===== src/rtl/mux_rr_nw.sv =====
// mux_rr_nw: N-channel, W-bit registered multiplexer with valid/ready on
// every input and on the output. The mode input picks between an externally
// steered channel (mode=0, sel) and round-robin arbitration (mode=1).
// One output register (out_data/out_ch/out_valid) plus the pointer `last`,
// which records the most recent grant in either mode.

module mux_rr_nw #(
  parameter int N = 4,
  parameter int W = 8,
  localparam int SW = (N > 1) ? $clog2(N) : 1
) (
  input  logic           clk,
  input  logic           rst,
  input  logic           mode,
  input  logic [SW-1:0]  sel,
  input  logic [N*W-1:0] in_data,
  input  logic [N-1:0]   in_valid,
  output logic [N-1:0]   in_ready,
  output logic [W-1:0]   out_data,
  output logic [SW-1:0]  out_ch,
  output logic           out_valid,
  input  logic           out_ready
);

  logic [SW-1:0] last;
  logic [SW-1:0] grant;
  logic          gnt_valid;
  logic [W-1:0]  gnt_data;
  logic          load;
  logic          take;
  logic [SW:0]   rr_pick;

  // The search starts just after `last` and wraps modulo N, so `last` itself
  // is considered only after every other channel. Iterating from the far end
  // lets the closest valid channel overwrite earlier candidates without a break.
  function automatic logic [SW:0] rr_search(input logic [SW-1:0] start,
                                            input logic [N-1:0] valid);
    logic [SW:0] res;
    int          c;
    res = '0;
    for (int k = N; k >= 1; k--) begin
      c = int'(start) + k;
      if (c >= N) c = c - N;
      if (valid[c]) res = {1'b1, SW'(c)};
    end
    return res;
  endfunction

  assign load    = !out_valid || out_ready;
  assign rr_pick = rr_search(last, in_valid);

  // Grant selection for the current cycle; sel values past N-1 never grant.
  always_comb begin
    grant     = '0;
    gnt_valid = 1'b0;
    if (mode) begin
      grant     = rr_pick[SW-1:0];
      gnt_valid = rr_pick[SW];
    end else if (int'(sel) < N) begin
      grant     = sel;
      gnt_valid = in_valid[sel];
    end
  end

  // Data of the granted channel.
  always_comb begin
    gnt_data = '0;
    for (int i = 0; i < N; i++) begin
      if (SW'(i) == grant) gnt_data = in_data[i*W +: W];
    end
  end

  assign take = load && gnt_valid;

  // Handshake back to the producers: at most one bit, and never during reset.
  always_comb begin
    in_ready = '0;
    if (!rst && take) in_ready[grant] = 1'b1;
  end

  // Output register and round-robin pointer; an input transfer wins over a
  // plain drain so a simultaneous accept/reload keeps full throughput.
  always_ff @(posedge clk or posedge rst) begin
    if (rst) begin
      out_data  <= '0;
      out_ch    <= '0;
      out_valid <= 1'b0;
      last      <= SW'(N - 1);
    end else if (take) begin
      out_data  <= gnt_data;
      out_ch    <= grant;
      out_valid <= 1'b1;
      last      <= grant;
    end else if (out_valid && out_ready) begin
      out_valid <= 1'b0;
    end
  end

endmodule


===== config.mk =====
export PLATFORM = sky130hd
export DESIGN_NAME = mux_rr_nw
export DESIGN_NICKNAME = d
export VERILOG_FILES = /design/src/rtl/mux_rr_nw.sv
export SDC_FILE = /design/constraint.sdc
export NUM_CORES = 1
export LEC_CHECK = 0
export CAP_MARGIN = 0
export CORE_ASPECT_RATIO = 0.7
export CORE_UTILIZATION = 30
export DETAILED_ROUTE_END_ITERATION = 8
export GPL_TIMING_DRIVEN = 1
export PLACE_DENSITY = 0.79
export SLEW_MARGIN = 20
export SYNTH_ARGS = -nofsm -noshare
export SYNTH_HDL_FRONTEND = slang
export SYNTH_SLANG_ARGS = --single-unit

===== constraint.sdc =====
create_clock -name clk -period 3 [get_ports clk]
set_input_delay 0.9 -clock clk [delete_from_list [all_inputs] [get_ports clk]]
set_output_delay 0.9 -clock clk [all_outputs]
set_load 0.03 [all_outputs]

## Word-level counts from Yosys, hierarchy flattened

Index checks and enable logic that the tools add are counted.

- Reduce and logical (&&, ||, !) cells: 9
- Order comparisons: 11
- Add/sub/neg operators: 8
- Muxes and demuxes: 33
- Eq/ne operators: 3

Operators by type and width:

| kind | number |
|---|---|
| 32-bit by 4-bit < comparator with 1-bit output, second input constant | 4 |
| 32-bit two-way mux | 4 |
| 8-bit two-way mux | 4 |
| 1-bit two-way mux | 13 |
| 3-bit two-way mux | 4 |
| 3-bit by 3-bit subtractor with 4-bit output, second input constant | 3 |
| 1-bit binary-select mux with 2-bit select | 5 |
| 3-bit >= comparator, second input constant | 3 |
| 2-bit by 2-bit adder with 3-bit output, second input constant | 2 |
| 2-bit by 3-bit < comparator with 1-bit output, second input constant | 2 |
| 4-bit by 3-bit subtractor with 5-bit output, second input constant | 1 |
| 2-bit by 3-bit adder with 4-bit output, second input constant | 1 |
| 2-bit == test, first input constant | 2 |
| 4-bit by 3-bit >= comparator with 1-bit output, second input constant | 1 |
| 1-bit logical AND | 4 |
| 4-bit two-way mux | 1 |
| 2-bit by 1-bit adder with 3-bit output, second input constant | 1 |
| 1-bit demux with 2-bit select | 1 |
| 1-bit by 2-bit == test with 1-bit output, first input constant | 1 |
| 2-bit by 1-bit >= comparator with 1-bit output, second input constant | 1 |
| 1-bit zero test | 2 |
| 2-bit zero test | 1 |
| 2-bit two-way mux | 1 |
| 2-bit nonzero test | 1 |
| 1-bit logical OR | 1 |

- Output and inout port bits: 15
- Word-level logic and storage cells: 68
- Bits in registers: 13
- Input bits: 42

## Logic depth before layout (Yosys ltp)

Gate-level depths: netlist (run 1).

- Word-level depth: 16
- Gate-level depth with buffers: 7

## Worst setup path before layout (run 1)

No wires, ideal clock.

- Path type: input to output
- Start: input in_valid[1]
- End: output in_ready[2]
- Setup slack: -0.690 ns
- Stages on the path: 5
- Path buffers: 1
- Arrival time: 2.790 ns
- Cells stage by stage: or3b_1 -> o2111ai_1 -> o221ai_2 -> buf_2 -> nor4b_1

- Longest elaborated chain between the ends: 13
- Elaborated cells on any way between the ends: 28

Ends and longest elaborated chain:

| element | RTL line | text |
|---|---|---|
| start: declaration | 17 | `input logic [N-1:0] in_valid,` |
| 1-bit binary-select mux with 2-bit select | 44 | `if (valid[c]) res = {1'b1, SW'(c)};` |
| 1-bit two-way mux (not written as such) (2 in series) | 44 |  |
| 3-bit two-way mux (4 in series) | 44 |  |
| 2-bit two-way mux | 56 | `if (mode) begin` |
| 2-bit by 3-bit < comparator with 1-bit output (not written as such) / 2-bit by 1-bit >= comparator with 1-bit output (equally long branches) | 78 | `if (!rst && take) in_ready[grant] = 1'b1;` |
| 1-bit logical AND (not written as such) | 78 |  |
| 1-bit two-way mux (not written as such) | 78 |  |
| 1-bit demux with 2-bit select | 78 |  |
| 4-bit two-way mux * | 78 |  |
| end: declaration | 18 | `output logic [N-1:0] in_ready,` |

Every way passes the cells marked *; elsewhere a longest branch is shown, timed or not. The select of a mux whose other input is x is not followed.

## Final worst setup path (run 1)

- Start: input in_valid[3]
- End: output in_ready[3]

The elaborated chain is that of the path after synthesis.

==> summary.md, run 1 <==
| Metric | Value |
|---|---|
| Multiplexer share of the synthesized area | 0.2623 |
| Post-Syn Nets | ~130 |
| Placer Congestion | roughly 0.86 |
| Number of endpoints failing setup at the final stage | 4 |
| Xor/xnor share of the synthesized area | 0 |
| Drt first-iter violations | 21 |
| Routed len/inst | between 15 and 20 µm |
| Dominant combinational cell family by area after synthesis | multiplexers |
| Core region area | 2923 µm² |
| Complex-gate fraction of the synthesized area | 0.1883 |
| CTS H-tree depth | 1 |
| Number of routed nets with antenna violations | 0 |
| Reported max-cap violation count | 0 |
| CTS sink cnt | 13 |
| Sequential fraction of the synthesis area | 0.3403 |
| Total clock buffers created by CTS | 3 |
| Power Internal | approximately 0.64 mW |
| Maximum root-to-sink buffer count | 2 |
| Die Wd | approximately 70 µm |
| Number of synthesis warnings | 0 |
| Root Buffer | clkbuf_8 |
| Mapped Cells | 85 |
| Startpoint type of the worst setup path | primary input |
| Mean area per synthesized cell | 11.33 µm² |
| Worst rel slew slack | 0.7828 |
| Number of nets in the final layout | roughly 220 |
| Latest clock arrival within the worst-skew pair | between 0.2 and 0.3 ns |
| Vias in the first global route | 1185 |
| Kind of end point of the critical path | output port |
| First-pass GRT wire length | about 5700 µm |
| Power share of the clock group | 0.155 |
| Top FF cell, synth | dfrtp_1 |
| Ant diodes | 0 |
| Synthesized cell area | between 900 and 1000 µm² |
| Number of core rows | 16 |
| Hold Crit Class | reg -> reg |
| Maximum clock frequency | between 300 and 400 MHz |
| Initial cell density of the core | 0.3296 |
| Total routing resource utilization after global routing | 0.2135 |
| Ratio of cells with drive above 1 in the final layout | 0.4128 |
| Proportion of total power due to net switching | 0.3753 |
| Switching component of the power | between 0.3 and 0.4 mW |
| Final cycle utilization of the critical path | 1.083 |
| Worst r2r path cells | 8 |
| Count of filler cells inserted in the layout | around 220 |
| TritonCTS clock tree | yes |
| Unrepaired setup endpoints after global routing | yes |
| Fraction of the mapped netlist area in simple logic gates | 0.1506 |
| Number of register bits inferred by synthesis | 13 |
| Number of hold buffers added after CTS | 0 |
| Drt via density | 4.933 |
| Overall die area | around 3400 µm² |
| Number of vias after detailed routing | roughly 1000 |
| Setup slack of the critical path after layout | -0.2496 ns |
| Initial antenna violation count | 0 |
| Post-Synth Adder-Cell Area | 0 |
| Largest area contributor in the netlist | dfrtp_1 |
| PD cells | 529.4 nW/µm² |
| Number of hold violations in the final report | 0 |
| Top cells by area, synth | dfrtp_1 29%, mux2i_1 18%, o221ai_2 14% |
| Wirelength, routed | around 3300 µm |
| Number of enable-type register cells in the synthesized netlist | 0 |
| Area of all placed cells without fillers | 1934 µm² |
| Comb pwr share | 0.581 |
| Count leader, synth | mux2i_1 |
| Leading post-synthesis cells by instance count | 17 x mux2i_1, 11 x dfrtp_1, 10 x nand2_1 |
| Minimum clock period | 3.250 ns |
| Static leakage power | ~0.85 nW |
| Endpoint required time on the critical path | ~2.1 ns |
| Asr flop ratio synth | 1.000 |
| Fraction of post-synthesis cell area in the top cell type by area | 0.2857 |
| Summed negative setup slack over all endpoints | -0.6830 ns |
| Layout-stage area growth over the synthesis result | 100.8% |
| Clock tree skew after final layout | between 0.007 and 0.008 ns |
| Arrival time of the worst setup path | 2.35 ns |
| Critical path class | in -> out |
| IO Pins | 57 |
| Reg power frac | 0.264 |
| Maximum VDD drop | approximately 0.39 mV |
| Actual transition at the worst max-transition pin | 0.3248 ns |
| DRC violations left | 0 |
| Final-report max-slew violation count | 0 |
| Overall power consumption | 1.024 mW |
| Router iterations before antenna repair | 4 |
| DIE HEIGHT | between 40 and 50 µm |
| Largest net degree at the start of global routing | 18 |
| Placed instance area | about 1700 µm² |
| Number of port buffers | between 50 and 60 |
| Sum of net half-perimeters after detailed placement | 2354 µm |
| Count of cells along the worst hold path | 2 |
| Number of distinct library cells after synthesis | 28 |
| Violations in the final reports | negative setup slack |
| GRT Residual Overflow | 0 |
| Result of the run | complete, but fails checks |
| Clock Pin Slew Worst Setup and Hold Paths | 0.06 ns |
| Largest fanout of any net on the critical path | 4 |
==> final cells by class <==
class	count	area [µm²]	area share
clock buffers	4	45.04	0.02329
inverters	4	15.01	0.007762
multi-input cells	62	666.9	0.3448
flip-flops and latches	13	327.8	0.1695
well taps	36	45.04	0.02329
repair buffers	89	834.6	0.4314
==> stage by stage <==
step	hold slack [ns]	setup WS, ns	std cells	utilization
final	0.4908	-0.2496	208	0.6618
after global routing	0.5312	-0.2756	208	0.6618
after CTS	0.4914	-0.2378	206	0.6520
after detailed placement	0.4771	-1.057	186	0.5775
after global placement	0.4681	-1.004	186	0.5775
after floorplan	0.6205	-0.07465	85	-
==> cells by family (layout without fill, tap and decap cells) <==
kind of cell | after synthesis | in the layout
AOI/OAI and AO/OA | 15 | 15
buffers and inverters | 10 | 97
DFF | 13 | 13
muxes | 23 | 23
and+or+nand+nor | 24 | 24
==> path summary, 6_finish.rpt <==
path / start / slack [ns] / end
worst max-delay path: in_valid[3] / -0.25 / in_ready[3]
worst max register to register: last[1]$_DFFE_PP1P_ / 0.75 / out_data[6]$_DFFE_PP0P_
min in group asynchronous: rst / 1.30 / out_data[4]$_DFFE_PP0P_
worst min register to register: out_data[0]$_DFFE_PP0P_ / 0.49 / out_data[0]$_DFFE_PP0P_
max in group asynchronous: rst / 1.46 / last[0]$_DFFE_PP1P_
worst min-delay path: out_data[0]$_DFFE_PP0P_ / 0.49 / out_data[0]$_DFFE_PP0P_
==> repair_timing <==
item                                    CTS  global route
endpoints found under the setup margin    9             4
pin swaps                                 4             3
setup buffers                            16             2
gates resized for setup                  55             5
==> metal layers <==
layer / share of wire / up-vias / global-route usage
met5: 0 / - / 0
met4: 0.016 / 0 / 0.05667
met3: 0.063 / 7 / 0.06818
met2: 0.51 / 36 / 0.3851
met1: 0.41 / 483 / 0.2452
li1: - / 500 / -
==> sequential cells by signal, indices dropped and copies added (netlist names) <==
name / flops
last: 2
out_ch: 2
out_data: 8
out_valid: 1
==> placed cells by master, fill, tap and decap left out, types with 3 or more instances in the layout <==
cell              n
clkdlybuf4s50_1  45
buf_4            30
buf_8             3
mux2i_1          17
dfrtp_1          11
nand2_1          10
o221ai_2          8
clkbuf_8          3
inv_1             4
mux2_2            4
buf_6             8
==> power groups by stage <==
stage	Clock, mW	Sequential [mW]	Combinational [mW]
2_1_floorplan	0	0.358	0.234
3_3_place_gp	0	0.270	0.527
3_5_place_dp	0	0.272	0.537
4_1_cts	0.164	0.270	0.588
5_1_grt	0.175	0.282	0.632
6_report	0.159	0.270	0.595
==> critical path, stage by stage <==
cell and delay [ns]:
buf_8 0.10, or4_4 0.51, mux2i_1 0.19, nand2b_4 0.19, buf_8 0.09, and4b_2 0.22, buf_6 0.14
Note: power is estimated with default switching activity, not from simulation.
==> inputs of run 2 (changes only) <==
--- a/config.mk
+++ b/config.mk
@@ -5,12 +5,12 @@
 export SDC_FILE = /design/constraint.sdc
 export NUM_CORES = 1
 export LEC_CHECK = 0
-export CAP_MARGIN = 0
+export CAP_MARGIN = 10
 export CORE_ASPECT_RATIO = 0.7
-export CORE_UTILIZATION = 30
+export CORE_UTILIZATION = 34
 export DETAILED_ROUTE_END_ITERATION = 8
 export GPL_TIMING_DRIVEN = 1
-export PLACE_DENSITY = 0.79
+export PLACE_DENSITY = 0.87
 export SLEW_MARGIN = 20
 export SYNTH_ARGS = -nofsm -noshare
 export SYNTH_HDL_FRONTEND = slang
==> summary.md, run 2 (synthesized netlist as in run 1, its figures left out) <==
| Metric | Value |
|---|---|
| Unrepaired setup endpoints after global routing | yes |
| Dpl ws | -1.088 ns |
| Proportion of total power due to net switching | 0.3797 |
| Reg power frac | 0.256 |
| Hold Crit Class | reg -> reg |
| Final-report max-slew violation count | 0 |
| CTS sink cnt | 13 |
| Drt via density | about 5.2 |
| Number of endpoints failing setup at the final stage | 4 |
| CTS H-tree depth | 1 |
| Number of port buffers | 56 |
| Switching component of the power | between 0.4 and 0.5 mW |
| Commonest non-fill, non-tap cell in the layout | clkdlybuf4s50_1 |
| Sum of net half-perimeters after detailed placement | between 2000 and 2500 µm |
| Number of routed nets with antenna violations | 0 |
| Vias in the first global route | 1098 |
| Number of flip-flops in the largest register | 8 |
| PD cells | 535.7 nW/µm² |
| Initial cell density of the core | 0.3747 |
| Total routing resource utilization after global routing | 0.2409 |
| First-pass GRT wire length | approximately 5300 µm |
| Latest clock arrival within the worst-skew pair | about 0.24 ns |
| Final Util | 0.7854 |
| Most flop-heavy register | out_data |
| Largest fanout of any net on the critical path | 5 |
| Violations in the final reports | negative setup slack |
| Worst rel slew slack | 0.7609 |
| Maximum VDD drop | 0.4860 mV |
| Drt first-iter violations | roughly 50 |
| Core region area | 2571 µm² |
| Power Internal | between 0.6 and 0.7 mW |
| Final cycle utilization of the critical path | 1.110 |
| Die Wd | 65.63 µm |
| Comb pwr share | 0.598 |
| Kind of end point of the critical path | output port |
| Largest net degree at the start of global routing | 14 |
| Layout-stage area growth over the synthesis result | 109.6% |
| Arrival time of the worst setup path | about 2.4 ns |
| Number of vias after detailed routing | around 1100 |
| Wirelength, routed | approximately 3800 µm |
| Ratio of cells with drive above 1 in the final layout | 0.4525 |
| Ant diodes | 0 |
| Setup slack of the critical path after layout | -0.3303 ns |
| IO Pins | between 50 and 60 |
| Largest registers in the final layout | out_data (8), last (2), out_ch (2) |
| Maximum root-to-sink buffer count | 2 |
| Clock Pin Slew Worst Setup and Hold Paths | roughly 0.06 ns |
| Overall die area | 3054 µm² |
| Placer Congestion | just over 0.9 |
| Summed negative setup slack over all endpoints | -1.039 ns |
| DIE HEIGHT | 46.54 µm |
| Number of hold violations in the final report | 0 |
| Static leakage power | 0.8893 nW |
| Top library cells by usage in the layout, fill and taps aside | 45 x clkdlybuf4s50_1, 36 x buf_4, 16 x mux2i_1 |
| Number of hold buffers added after CTS | 0 |
| Critical path class | in -> out |
| Actual transition at the worst max-transition pin | roughly 0.36 ns |
| Router iterations before antenna repair | 4 |
| Initial antenna violation count | 0 |
| Maximum clock frequency | about 300 MHz |
| DRC violations left | 0 |
| Routed len/inst | 17.76 µm |
| Total clock buffers created by CTS | 3 |
| Endpoint required time on the critical path | 2.10 ns |
| Startpoint type of the worst setup path | primary input |
| TritonCTS clock tree | yes |
| Clock tree skew after final layout | between 0.0015 and 0.002 ns |
| Power share of the clock group | 0.146 |
| GRT Residual Overflow | 0 |
| Number of nets in the final layout | between 200 and 250 |
| Root Buffer | clkbuf_8 |
| Reported max-cap violation count | 0 |
| Minimum clock period | around 3.3 ns |
| Number of core rows | 15 |
| Result of the run | complete, but fails checks |
run 2: critical path, stage by stage:
cell,delay [ns]
buf_8,0.11
and3b_1,0.15
o32a_1,0.36
mux2_4,0.27
buf_6,0.12
buf_6,0.12
nor4b_4,0.23
buf_6,0.17
run 2: power groups by stage:
| stage | clock, mW | combinational (mW) | sequential, mW |
|---|---|---|---|
| 3_3_place_gp | 0 | 0.529 | 0.270 |
| 4_1_cts | 0.160 | 0.618 | 0.272 |
| 3_5_place_dp | 0 | 0.541 | 0.273 |
| 6_report | 0.157 | 0.647 | 0.277 |
| 5_1_grt | 0.172 | 0.680 | 0.284 |
| 2_1_floorplan | 0 | 0.234 | 0.358 |
run 2: routing by layer:
metal  wire length, µm  track usage  vias to the layer above
li1                  -            -                      515
met1              1661       0.2924                      545
met2              1846       0.4327                       54
met3               246      0.06436                        4
met4                27      0.05217                        0
met5                 0            0                        -
run 2: layout make-up:
class / count / area, µm²
Timing Repair Buffer: 96 / 902.1
Multi-Input combinational cell: 62 / 686.9
Fill cell: 133 / 551.8
Sequential cell: 13 / 327.8
Clock buffer: 4 / 45.04
Tap cell: 34 / 42.54
Inverter: 4 / 15.01
run 2: repair_timing:
| action | in CTS | in global routing |
|---|---|---|
| setup endpoints to repair | 12 | 5 |
| gates resized for setup | 57 | 12 |
| setup buffers | 24 | 2 |
| pin swaps | 5 | 5 |
run 2: per-stage QoR:
step	hold slack (ns)	cells	power [mW]	instance area [µm²]
2_1_floorplan	0.6205	85	0.5916	1032
3_3_place_gp	0.4682	184	0.7989	1685
3_5_place_dp	0.4812	184	0.8138	1685
4_1_cts	0.4936	212	1.050	1971
5_1_grt	0.5110	213	1.135	2019
6_report	0.4925	213	1.082	2019
run 2: worst paths after layout:
path                                    startpoint                       to  slack, ns  depth (start not counted)
max in group asynchronous                      rst      last[0]$_DFFE_PP1P_       1.42                          4
hold / removal             out_data[1]$_DFFE_PP0P_  out_data[1]$_DFFE_PP0P_       0.49                          2
min in group asynchronous                      rst  out_data[2]$_DFFE_PP0P_       1.34                          4
hold reg to reg            out_data[1]$_DFFE_PP0P_  out_data[1]$_DFFE_PP0P_       0.49                          2
setup / recovery                       in_valid[3]              in_ready[1]      -0.33                          8
setup reg to reg               last[0]$_DFFE_PP1P_  out_data[6]$_DFFE_PP0P_       0.50                         10
